### src/rtl/pv_interneuron_bank_pkg.sv
// Shared definitions for the PV interneuron bank: default gains and FSM encoding.
package pv_interneuron_bank_pkg;

    // Q4.14 defaults: alpha = 0.05, pyramid->PV = 0.5, PV->pyramid = 0.3
    localparam int DEF_TAU_INV  = 819;
    localparam int DEF_K_EXCITE = 8192;
    localparam int DEF_K_INHIB  = 4915;

    typedef enum logic [1:0] {
        IDLE    = 2'd0,
        S_SCALE = 2'd1,
        S_DELTA = 2'd2,
        S_INHIB = 2'd3
    } pv_state_t;

endpackage

### src/rtl/pv_interneuron_bank_mul_sat.sv
// Signed fixed-point multiply: full-width product, arithmetic shift by FRAC, clamp to WIDTH.
module pv_mul_sat #(
    parameter int WIDTH = 18,
    parameter int FRAC  = 14
) (
    input  logic signed [WIDTH-1:0] a,
    input  logic signed [WIDTH-1:0] b,
    output logic signed [WIDTH-1:0] y,
    output logic                    ovf
);
    logic signed [2*WIDTH-1:0] a_ext;
    logic signed [2*WIDTH-1:0] b_ext;
    logic signed [2*WIDTH-1:0] prod;
    logic signed [2*WIDTH-1:0] shifted;
    logic        [WIDTH:0]     hi_bits;

    assign a_ext   = $signed({{WIDTH{a[WIDTH-1]}}, a});
    assign b_ext   = $signed({{WIDTH{b[WIDTH-1]}}, b});
    assign prod    = a_ext * b_ext;
    assign shifted = prod >>> FRAC;

    // Result fits only if every bit above the WIDTH-bit sign matches the sign
    assign hi_bits = shifted[2*WIDTH-1:WIDTH-1];
    assign ovf     = !((&hi_bits) || !(|hi_bits));

    always_comb begin
        y = shifted[WIDTH-1:0];
        if (ovf) begin
            y = shifted[2*WIDTH-1] ? {1'b1, {(WIDTH-1){1'b0}}} : {1'b0, {(WIDTH-1){1'b1}}};
        end
    end

endmodule

### src/rtl/pv_interneuron_bank.sv
// N_CH-channel PV basket-cell leaky integrator bank; one time-multiplexed multiplier,
// three multiply states per channel, one sweep per clk_en.
module pv_interneuron_bank
    import pv_interneuron_bank_pkg::*;
#(
    parameter int N_CH  = 4,
    parameter int WIDTH = 18,
    parameter int FRAC  = 14
) (
    input  logic                    clk,
    input  logic                    rst_n,
    input  logic                    clk_en,
    input  logic signed [WIDTH-1:0] tau_inv,
    input  logic signed [WIDTH-1:0] k_excite,
    input  logic signed [WIDTH-1:0] k_inhib,
    input  logic [N_CH*WIDTH-1:0]   pyramid_in,
    output logic [N_CH*WIDTH-1:0]   inhibition,
    output logic [N_CH*WIDTH-1:0]   pv_state_out,
    output logic                    busy,
    output logic                    done,
    output logic                    sat_flag,
    output logic                    overrun_flag
);
    localparam int CH_W = (N_CH > 1) ? $clog2(N_CH) : 1;
    localparam logic [CH_W-1:0] LAST_CH = CH_W'(N_CH - 1);

    pv_state_t state_reg, state_next;
    logic [CH_W-1:0]         ch_reg;
    logic signed [WIDTH-1:0] x_sh_reg [N_CH];
    logic signed [WIDTH-1:0] pv_reg   [N_CH];
    logic signed [WIDTH-1:0] inh_reg  [N_CH];
    logic signed [WIDTH-1:0] tau_reg, ke_reg, ki_reg, sc_reg;
    logic                    done_reg, sat_reg, overrun_reg;

    logic signed [WIDTH-1:0] mul_a, mul_b, mul_y;
    logic                    mul_ovf;
    logic signed [WIDTH-1:0] pv_cur, diff_sat, sum_sat;
    logic signed [WIDTH:0]   diff_wide, sum_wide;
    logic                    diff_ovf, sum_ovf, clamp_hit;

    function automatic logic signed [WIDTH-1:0] sat_narrow(input logic signed [WIDTH:0] v);
        if (v[WIDTH] != v[WIDTH-1])
            return v[WIDTH] ? {1'b1, {(WIDTH-1){1'b0}}} : {1'b0, {(WIDTH-1){1'b1}}};
        return v[WIDTH-1:0];
    endfunction

    assign pv_cur    = pv_reg[ch_reg];
    assign diff_wide = {sc_reg[WIDTH-1], sc_reg} - {pv_cur[WIDTH-1], pv_cur};
    assign diff_ovf  = diff_wide[WIDTH] ^ diff_wide[WIDTH-1];
    assign diff_sat  = sat_narrow(diff_wide);
    assign sum_wide  = {pv_cur[WIDTH-1], pv_cur} + {mul_y[WIDTH-1], mul_y};
    assign sum_ovf   = sum_wide[WIDTH] ^ sum_wide[WIDTH-1];
    assign sum_sat   = sat_narrow(sum_wide);

    pv_mul_sat #(.WIDTH(WIDTH), .FRAC(FRAC)) u_mul (
        .a   (mul_a),
        .b   (mul_b),
        .y   (mul_y),
        .ovf (mul_ovf)
    );

    always_comb begin
        state_next = state_reg;
        mul_a      = '0;
        mul_b      = '0;
        clamp_hit  = 1'b0;
        case (state_reg)
            IDLE: begin
                if (clk_en) state_next = S_SCALE;
            end
            S_SCALE: begin
                mul_a      = x_sh_reg[ch_reg];
                mul_b      = ke_reg;
                clamp_hit  = mul_ovf;
                state_next = S_DELTA;
            end
            S_DELTA: begin
                mul_a      = diff_sat;
                mul_b      = tau_reg;
                clamp_hit  = diff_ovf | mul_ovf | sum_ovf;
                state_next = S_INHIB;
            end
            S_INHIB: begin
                // pv_reg[ch] already holds the value written in S_DELTA
                mul_a      = pv_cur;
                mul_b      = ki_reg;
                clamp_hit  = mul_ovf;
                state_next = (ch_reg == LAST_CH) ? IDLE : S_SCALE;
            end
            default: state_next = IDLE;
        endcase
    end

    always_ff @(posedge clk or negedge rst_n) begin
        if (!rst_n) state_reg <= IDLE;
        else        state_reg <= state_next;
    end

    always_ff @(posedge clk or negedge rst_n) begin
        if (!rst_n) begin
            ch_reg      <= '0;
            tau_reg     <= '0;
            ke_reg      <= '0;
            ki_reg      <= '0;
            sc_reg      <= '0;
            done_reg    <= 1'b0;
            sat_reg     <= 1'b0;
            overrun_reg <= 1'b0;
            for (int i = 0; i < N_CH; i++) begin
                x_sh_reg[i] <= '0;
                pv_reg[i]   <= '0;
                inh_reg[i]  <= '0;
            end
        end else begin
            done_reg <= 1'b0;
            if (clk_en && state_reg != IDLE) overrun_reg <= 1'b1;
            if (clamp_hit) sat_reg <= 1'b1;
            case (state_reg)
                IDLE: begin
                    if (clk_en) begin
                        ch_reg  <= '0;
                        tau_reg <= tau_inv;
                        ke_reg  <= k_excite;
                        ki_reg  <= k_inhib;
                        for (int i = 0; i < N_CH; i++)
                            x_sh_reg[i] <= pyramid_in[i*WIDTH +: WIDTH];
                    end
                end
                S_SCALE: sc_reg <= mul_y;
                S_DELTA: pv_reg[ch_reg] <= sum_sat;
                S_INHIB: begin
                    inh_reg[ch_reg] <= mul_y;
                    if (ch_reg == LAST_CH) done_reg <= 1'b1;
                    else                   ch_reg   <= ch_reg + 1'b1;
                end
                default: ;
            endcase
        end
    end

    generate
        for (genvar gi = 0; gi < N_CH; gi++) begin : g_out
            assign inhibition[gi*WIDTH +: WIDTH]   = inh_reg[gi];
            assign pv_state_out[gi*WIDTH +: WIDTH] = pv_reg[gi];
        end
    endgenerate

    assign busy         = (state_reg != IDLE);
    assign done         = done_reg;
    assign sat_flag     = sat_reg;
    assign overrun_flag = overrun_reg;

endmodule

### config.mk
export PLATFORM = sky130hd
export DESIGN_NAME = pv_interneuron_bank
export DESIGN_NICKNAME = d
export VERILOG_FILES = /design/src/rtl/pv_interneuron_bank_pkg.sv /design/src/rtl/pv_interneuron_bank_mul_sat.sv /design/src/rtl/pv_interneuron_bank.sv
export SDC_FILE = /design/constraint.sdc
export NUM_CORES = 2
export LEC_CHECK = 0
export CAP_MARGIN = 20
export CORE_UTILIZATION = 50
export CTS_CLUSTER_DIAMETER = 150
export DETAILED_ROUTE_END_ITERATION = 10
export MAX_ROUTING_LAYER = met4
export PLACE_DENSITY = 0.71
export SETUP_SLACK_MARGIN = 0.05
export SYNTH_ARGS = -nofsm -noshare
export SYNTH_HDL_FRONTEND = slang
export SYNTH_SLANG_ARGS = --single-unit
### constraint.sdc
create_clock -name clk -period 12.98 [get_ports clk]
set_input_delay 3.245 -clock clk [delete_from_list [all_inputs] [get_ports clk]]
set_output_delay 3.245 -clock clk [all_outputs]
set_load 0.1 [all_outputs]
# Word level (Yosys, flattened, before mapping)
# Cells that the tools add are included.
[totals]
word_cells = 84
output_inout_bits = 148
input_bits = 129
register_bits = 295
[classes]
order_cmp = 2
reduce_logical = 13
addsub = 3
n_mul = 1
eq_ne = 8
bitwise_logic = 5
muxes = 31
[ops]
columns = ["cell", "n"]
rows = [
  ["two-way mux 18 bit", 13],
  ["bitwise mux 72 bit", 2],
  ["case mux 18 bit (3 select lines)", 2],
  ["binary-select mux 18 bit (select 2 bit)", 2],
  ["demux 18 bit (select 2 bit)", 1],
  ["multiplier 18 x 18 -> 36 bit", 1],
  ["adder 18 x 18 -> 19 bit", 1],
  ["subtractor 18 x 18 -> 19 bit", 1],
  ["case mux 2 bit (4 select lines)", 1],
  ["equality test 2 bit, second input constant", 3],
  ["two-way mux 2 bit", 3],
  ["two-way mux 1 bit", 5],
  ["AND reduction 5 bit", 1],
  ["OR reduction 5 bit", 1],
  ["inequality test 2 bit, second input constant", 2],
  ["case mux 2 bit (2 select lines)", 1],
  ["nonzero test 2 bit", 2],
  [">= comparator 3 bit, second input constant", 1],
  ["less-than comparator 3 x 1 -> 1 bit, second input constant", 1],
  ["inverter 2 -> 3 bit", 1],
  ["AND reduction 3 bit", 1],
  ["adder 2 x 1 -> 2 bit, second input constant", 1],
  ["equality test 2 x 1 -> 1 bit, second input constant", 1],
  ["logical AND 1 bit", 2],
  ["9 further kinds", 13],
]

# Logic depth before layout (Yosys ltp)
[depth]
depth_word = 19
depth_mapped = 66
depth_no_buf = 59

# Hierarchy
# Synthesis repeated with hierarchy kept, for this count alone.
[unflattened]
cells_unflattened = 2502
area_unflattened_um2 = 26499.2
[modules_own_cells]
columns = ["module", "area_each_um2", "cells_per_inst", "n_inst", "seq_area_each_um2"]
rows = [
  ["pv_interneuron_bank", 14415.1, 1176, 1, 7382.1],
  ["pv_mul_sat", 12084.1, 1326, 1, 0.0],
]

# Worst setup path after synthesis
# No wires, ideal clock.
[synth_timing]
kind = "register -> register"
startpoint = "register ch_reg[0]"
endpoint = "register pv_reg, in the netlist pv_state_out[0]"
setup_slack_ns = -1.233
setup_time_ns = 0.126
path_stages_with_launch = 59
period_less_slack_ns = 14.213
t_arrival_ns = 14.088
path_buffers = 7
t_required_ns = 12.854
cell_sequence = "dfrtp_1 -> buf_2 -> buf_2 -> buf_1 -> mux4_2 -> inv_1 -> ha_1 -> a21oi_1 -> a21oi_1 -> o21a_1 -> o21a_1 -> o31ai_1 -> a31oi_1 -> a211oi_1 -> o21bai_1 -> xnor2_1 -> ha_1 -> clkbuf_1 -> [... 23 more ...] -> or3_1 -> o21ai_1 -> buf_2 -> a21boi_4 -> inv_1 -> ha_1 -> a21o_1 -> a21o_1 -> a2111oi_1 -> a211oi_1 -> nor3_1 -> nor2_1 -> a31o_2 -> xnor2_1 -> nor2_1 -> buf_2 -> a21o_1 -> mux2_2"
[synth_between]
elab_chain_len = 19
word_cells_on_any_way = 33
cone_classes = "add/sub (2); mul (1); order compare (2); eq/ne (2); mux (20); bitwise (1); reduce/logical (5)"
[synth_lines]
columns = ["element", "line_no", "source"]
rows = [
  ["start: declaration", "pv_interneuron_bank.sv:28", "logic [CH_W-1:0] ch_reg;"],
  ["start signal: assignment", "pv_interneuron_bank.sv:134", "else ch_reg <= ch_reg + 1'b1;"],
  ["inverter 2 -> 3 bit (not written as such) *", "pv_interneuron_bank.sv:47, pv_interneuron_bank.sv:72", ""],
  ["binary-select mux 18 bit (select 2 bit)", "pv_interneuron_bank.sv:47", "assign pv_cur = pv_reg[ch_reg];"],
  ["two-way mux 18 bit (not written as such) (2 in a row)", "pv_interneuron_bank.sv:47", ""],
  ["subtractor 18 x 18 -> 19 bit", "pv_interneuron_bank.sv:48", "assign diff_wide = {sc_reg[WIDTH-1], sc_reg} - {pv_cur[WIDTH-1], pv_cur};"],
  ["two-way mux 18 bit or inequality test 1 bit (tied branches)", "pv_interneuron_bank.sv:43, pv_interneuron_bank.sv:42", ""],
  ["two-way mux 18 bit or two-way mux 1 bit (tied branches)", "pv_interneuron_bank.sv:42", "if (v[WIDTH] != v[WIDTH-1])"],
  ["two-way mux 18 bit", "pv_interneuron_bank.sv:44", "return v[WIDTH-1:0];"],
  ["case mux 18 bit (3 select lines) *", "pv_interneuron_bank.sv:67", "case (state_reg)"],
  ["[... 3 more ...]", "-", ""],
  ["logical OR 1 bit", "pv_interneuron_bank_mul_sat.sv:24", "assign ovf = !((&hi_bits) || !(|hi_bits));"],
  ["two-way mux 18 bit *", "pv_interneuron_bank_mul_sat.sv:28", "if (ovf) begin"],
  ["via mul_y[1]", "pv_interneuron_bank.sv:35", "logic signed [WIDTH-1:0] mul_a, mul_b, mul_y;"],
  ["adder 18 x 18 -> 19 bit *", "pv_interneuron_bank.sv:51", "assign sum_wide = {pv_cur[WIDTH-1], pv_cur} + {mul_y[WIDTH-1], mul_y};"],
  ["two-way mux 18 bit or inequality test 1 bit (tied branches)", "pv_interneuron_bank.sv:43, pv_interneuron_bank.sv:42", ""],
  ["two-way mux 18 bit or two-way mux 1 bit (tied branches)", "pv_interneuron_bank.sv:42", ""],
  ["two-way mux 18 bit *", "pv_interneuron_bank.sv:44", ""],
  ["bitwise mux 72 bit *", "pv_interneuron_bank.sv:130", "S_DELTA: pv_reg[ch_reg] <= sum_sat;"],
  ["end signal: indexed assignment", "pv_interneuron_bank.sv:130", ""],
  ["end: declaration", "pv_interneuron_bank.sv:30", "logic signed [WIDTH-1:0] pv_reg [N_CH];"],
]
# Mark *: on every way through the listed nets, which the timed path passes. The rest lies on a longest branch. The select of a mux whose other input is x is not followed.
# A chain may end at the register's enable or synchronous reset.

# Worst setup path in the final report
[layout_timing]
startpoint = "register ch_reg[0]"
endpoint = "register pv_reg, in the netlist pv_state_out[36]"
# The elaborated chain is that of the path after synthesis.

==> impl_summary.log <==
INFO  metric grt_overflow_total = 0
INFO  metric clockBufferDepth = 3
INFO  metric chipWidth = approximately 230 um
INFO  metric starting_drt_drc_count = roughly 1800
INFO  metric clock.fmax = about 0.076 GHz
INFO  metric via_count_of_the_first_global_routing_pass = 23770
INFO  metric cts_tree = done
INFO  metric clkSinkCount = roughly 300
INFO  metric number_of_warnings_reported_in_the_yosys_synthesis_log = 0
INFO  metric worst_slack = -0.1267 ns
INFO  metric syn-cell-area = approximately 0.027 mm2
INFO  metric synth_cell_type_count = 78
INFO  metric cts.clk_slew.worst_paths = about 0.06 ns
INFO  metric finalCritPeriodShare = 101.0%
INFO  metric placeableCoreArea = approximately 0.053 mm2
INFO  metric worst-path-buf-inv = 11
INFO  metric reg2reg_from = ch_reg[0]$_DFFE_PN0P_
INFO  metric clock-root-buffer = sky130_fd_sc_hd__clkbuf_16
INFO  metric area_of_the_die = about 0.054 mm2
INFO  metric ys_dominant_reg_cell = sky130_fd_sc_hd__dfrtp_1
INFO  metric detailedPlacementHpwl = approximately 77000 um
INFO  metric gpl.final_weighted_congestion = between 1 and 1.5
INFO  metric nets = 3987
INFO  metric drc = 0
INFO  metric floorplan.rows = 84
INFO  metric ys_ff_latch = around 300
INFO  metric worstSetupEndpoint = pv_state_out[36]$_DFFE_PN0P_
INFO  metric synth.net_count = 3312
INFO  metric place_area = around 0.033 mm2
INFO  metric grt_use_total = 36.34%
INFO  metric post_synthesis_cell_type_with_the_largest_combined_area = sky130_fd_sc_hd__dfrtp_1
INFO  metric vias = 23160
INFO  metric initial_antenna_violation_count = 3
INFO  metric cpMostUsedCell = sky130_fd_sc_hd__fa_1
INFO  metric synthMostInstantiatedCell = sky130_fd_sc_hd__inv_1
INFO  metric routed_wirelength = approximately 95000 um
INFO  metric clock_latency_on_the_worst_skew_pair = 0.59 ns
INFO  metric maxSlewHeadroom = about 18%
INFO  metric regToRegEndpoint = pv_state_out[36]$_DFFE_PN0P_
INFO  metric synth_seq_area_share = around 28%
INFO  metric area_growth_synth_to_finish = 34.49%
INFO  metric layout.core_utilization = 68.25%
INFO  metric port_buffers = 276
INFO  metric synth_edf_count = 0
INFO  metric worst_ep_arrival_time = around 14 ns
INFO  metric dpl.cell_count = between 3000 and 4000
INFO  metric timing_worst_setup_path_type = flip-flop to flip-flop
INFO  metric synth_commonest_cells = sky130_fd_sc_hd__inv_1, sky130_fd_sc_hd__fa_1, sky130_fd_sc_hd__nand2_1
INFO  metric area_contributors_post_synth = sky130_fd_sc_hd__dfrtp_1, sky130_fd_sc_hd__fa_1, sky130_fd_sc_hd__mux2_2, sky130_fd_sc_hd__ha_1, sky130_fd_sc_hd__inv_1
INFO  metric cts_max_level = 1
INFO  metric r2r.worst_path.cells = 57
INFO  metric crit_path_end_kind = flip-flop
INFO  metric die-height = around 230 um
INFO  metric cp_num_cells = 57
INFO  metric number_of_failing_setup_endpoints_in_the_final_timing_report = 50
INFO  metric stdcell_count = 4106
INFO  metric grt_first_pass_wirelength = ~140000 um
INFO  metric drive_gt1_share = 28.11%
INFO  metric synthesis.area_per_instance = 9.855 um2
INFO  metric postLayoutCellArea = roughly 0.036 mm2
INFO  metric critical_path.top_delay_family = compound AO/OA/AOI/OAI gates
INFO  metric clock-skew-final = approximately 0.011 ns
INFO  metric setup.reg_to_reg.worst_slack = -0.13 ns
INFO  metric drtAntennaViolNets = 0
INFO  metric status = finished with violations
INFO  metric grt_max_degree = about 140
INFO  metric post_synthesis_async_set_or_reset_flop_share = between 90% and 100%
INFO  metric initial_core_util = between 50% and 60%
INFO  metric worst_hold_path_type = flip-flop to flip-flop
INFO  metric synth_largest_type_area_fraction = between 20 and 30%
INFO  metric hold_depth = 1
INFO  metric worst_hold_slack = 0.4763 ns
INFO  metric number_of_max_capacitance_violations_reported = 0
INFO  metric wl_per_cell = approximately 23 um
INFO  metric top_level_ports = around 280
INFO  metric worst_path_largest_cell_delay = roughly 0.57 ns
INFO  metric critical_path.slowest_cell = sky130_fd_sc_hd__mux4_2
INFO  metric timing_max_transition_violations_final = 0
INFO  metric netlist_instances = around 2700
INFO  metric number_of_buffers_created_by_cts = 31
INFO  metric hold_violations = 0
INFO  metric critPathRequiredTime = ~13 ns
INFO  metric rsz0062_at_grt = yes
INFO  metric vias_per_cell = ~5.6
INFO  metric tightest_slew = between 1 and 1.5 ns
INFO  metric worst_setup_path_start_kind = flip-flop
INFO  metric layout_min_cycle_time = between 10 and 15 ns
INFO  metric n_fill_cell = ~4100
INFO  metric detail_route.first_pass.iterations = 5
INFO  metric critical_path_peak_fanout = 7
INFO  metric violated_checks = negative setup slack
INFO  metric worst_setup_startpoint = ch_reg[0]$_DFFE_PN0P_
[final cells by class]
type                    count  area [um2]  share of cell area, %
repair buffers            768        6754                  18.76
clock buffers              45       898.4                  2.495
well taps                 688       860.8                  2.390
clock inverters            11       110.1                 0.3058
diodes                      3       7.507                0.02085
inverters                 424        1594                  4.427
multi-input cells        1872       18390                  51.07
flip-flops and latches    295        7396                  20.54
[kinds of logic after synthesis]
kind of cell	count (synthesis)	share of synthesized area, %
AO/OA/AOI/OAI	447	10.73
multiplexers	193	9.617
buffers and inverters	550	7.790
XOR/XNOR	57	1.893
adder cells (fa/ha/maj)	469	31.14
flip-flops	295	27.57
AND/OR/NAND/NOR	706	11.26
[worst min path at each step]
stage / startpoint / endpoint
after floorplan: x_sh_reg[35]$_DFFE_PN0P_ / x_sh_reg[35]$_DFFE_PN0P_
after global placement: overrun_flag$_DFFE_PN0P_ / overrun_flag$_DFFE_PN0P_
after detailed placement: overrun_flag$_DFFE_PN0P_ / overrun_flag$_DFFE_PN0P_
after CTS: overrun_flag$_DFFE_PN0P_ / overrun_flag$_DFFE_PN0P_
after global routing: overrun_flag$_DFFE_PN0P_ / overrun_flag$_DFFE_PN0P_
final: overrun_flag$_DFFE_PN0P_ / overrun_flag$_DFFE_PN0P_
[worst reg2reg max path, delay by kind of cell (launching register included)]
family | cells | cell delay [ns]
AO/OA/AOI/OAI | 22 | 4.28
buffers and inverters | 11 | 1.10
AND/OR/NAND/NOR | 9 | 1.73
adder cells (fa/ha/maj) | 10 | 3.93
flip-flops | 1 | 0.40
multiplexers | 3 | 1.04
XOR/XNOR | 2 | 0.51
[metrics by stage]
stage / setup slack [ns] / TNS, ns
after global placement: -0.6342 / -35.60
after floorplan: 0.05921 / 0
after detailed placement: -0.9706 / -61.25
after CTS: -0.01372 / -0.04073
after global routing: -0.5913 / -34.31
final: -0.1267 / -3.103
[per-layer routing]
metal / vias to the layer above / GRT usage [%] / routed length (um)
met5: - / - / 0
met4: 0 / 10.09 / 3014
met3: 159 / 7.202 / 7737
met2: 998 / 54.78 / 43690
met1: 11790 / 50.14 / 40930
li1: 10210 / - / -
[layout by cell type (no fill, tap or decap), types with 29 or more instances in the layout]
master,n
sky130_fd_sc_hd__buf_4,449
sky130_fd_sc_hd__inv_1,400
sky130_fd_sc_hd__fa_1,310
sky130_fd_sc_hd__nand2_1,302
sky130_fd_sc_hd__dfrtp_1,284
sky130_fd_sc_hd__clkdlybuf4s50_1,275
sky130_fd_sc_hd__nor2_1,221
sky130_fd_sc_hd__mux2_2,151
sky130_fd_sc_hd__a21oi_1,126
sky130_fd_sc_hd__ha_1,116
sky130_fd_sc_hd__o21ai_0,45
sky130_fd_sc_hd__mux4_2,36
sky130_fd_sc_hd__nand3_1,35
sky130_fd_sc_hd__xnor2_1,33
sky130_fd_sc_hd__clkbuf_16,32
sky130_fd_sc_hd__nor3_1,31
sky130_fd_sc_hd__buf_6,30
sky130_fd_sc_hd__o21ai_1,29
[repair_timing]
action | in CTS | in global routing
gates cloned | 1 | 1
gates resized for setup | 129 | 166
pin swaps | 54 | 81
buffers inserted | 38 | 17
hold buffers | 0 | 0
setup endpoints to repair | 73 | 73
Power is left out: the tool's default activity adds up to more than one toggle a clock period on the data nets, which glitch-free logic cannot reach.
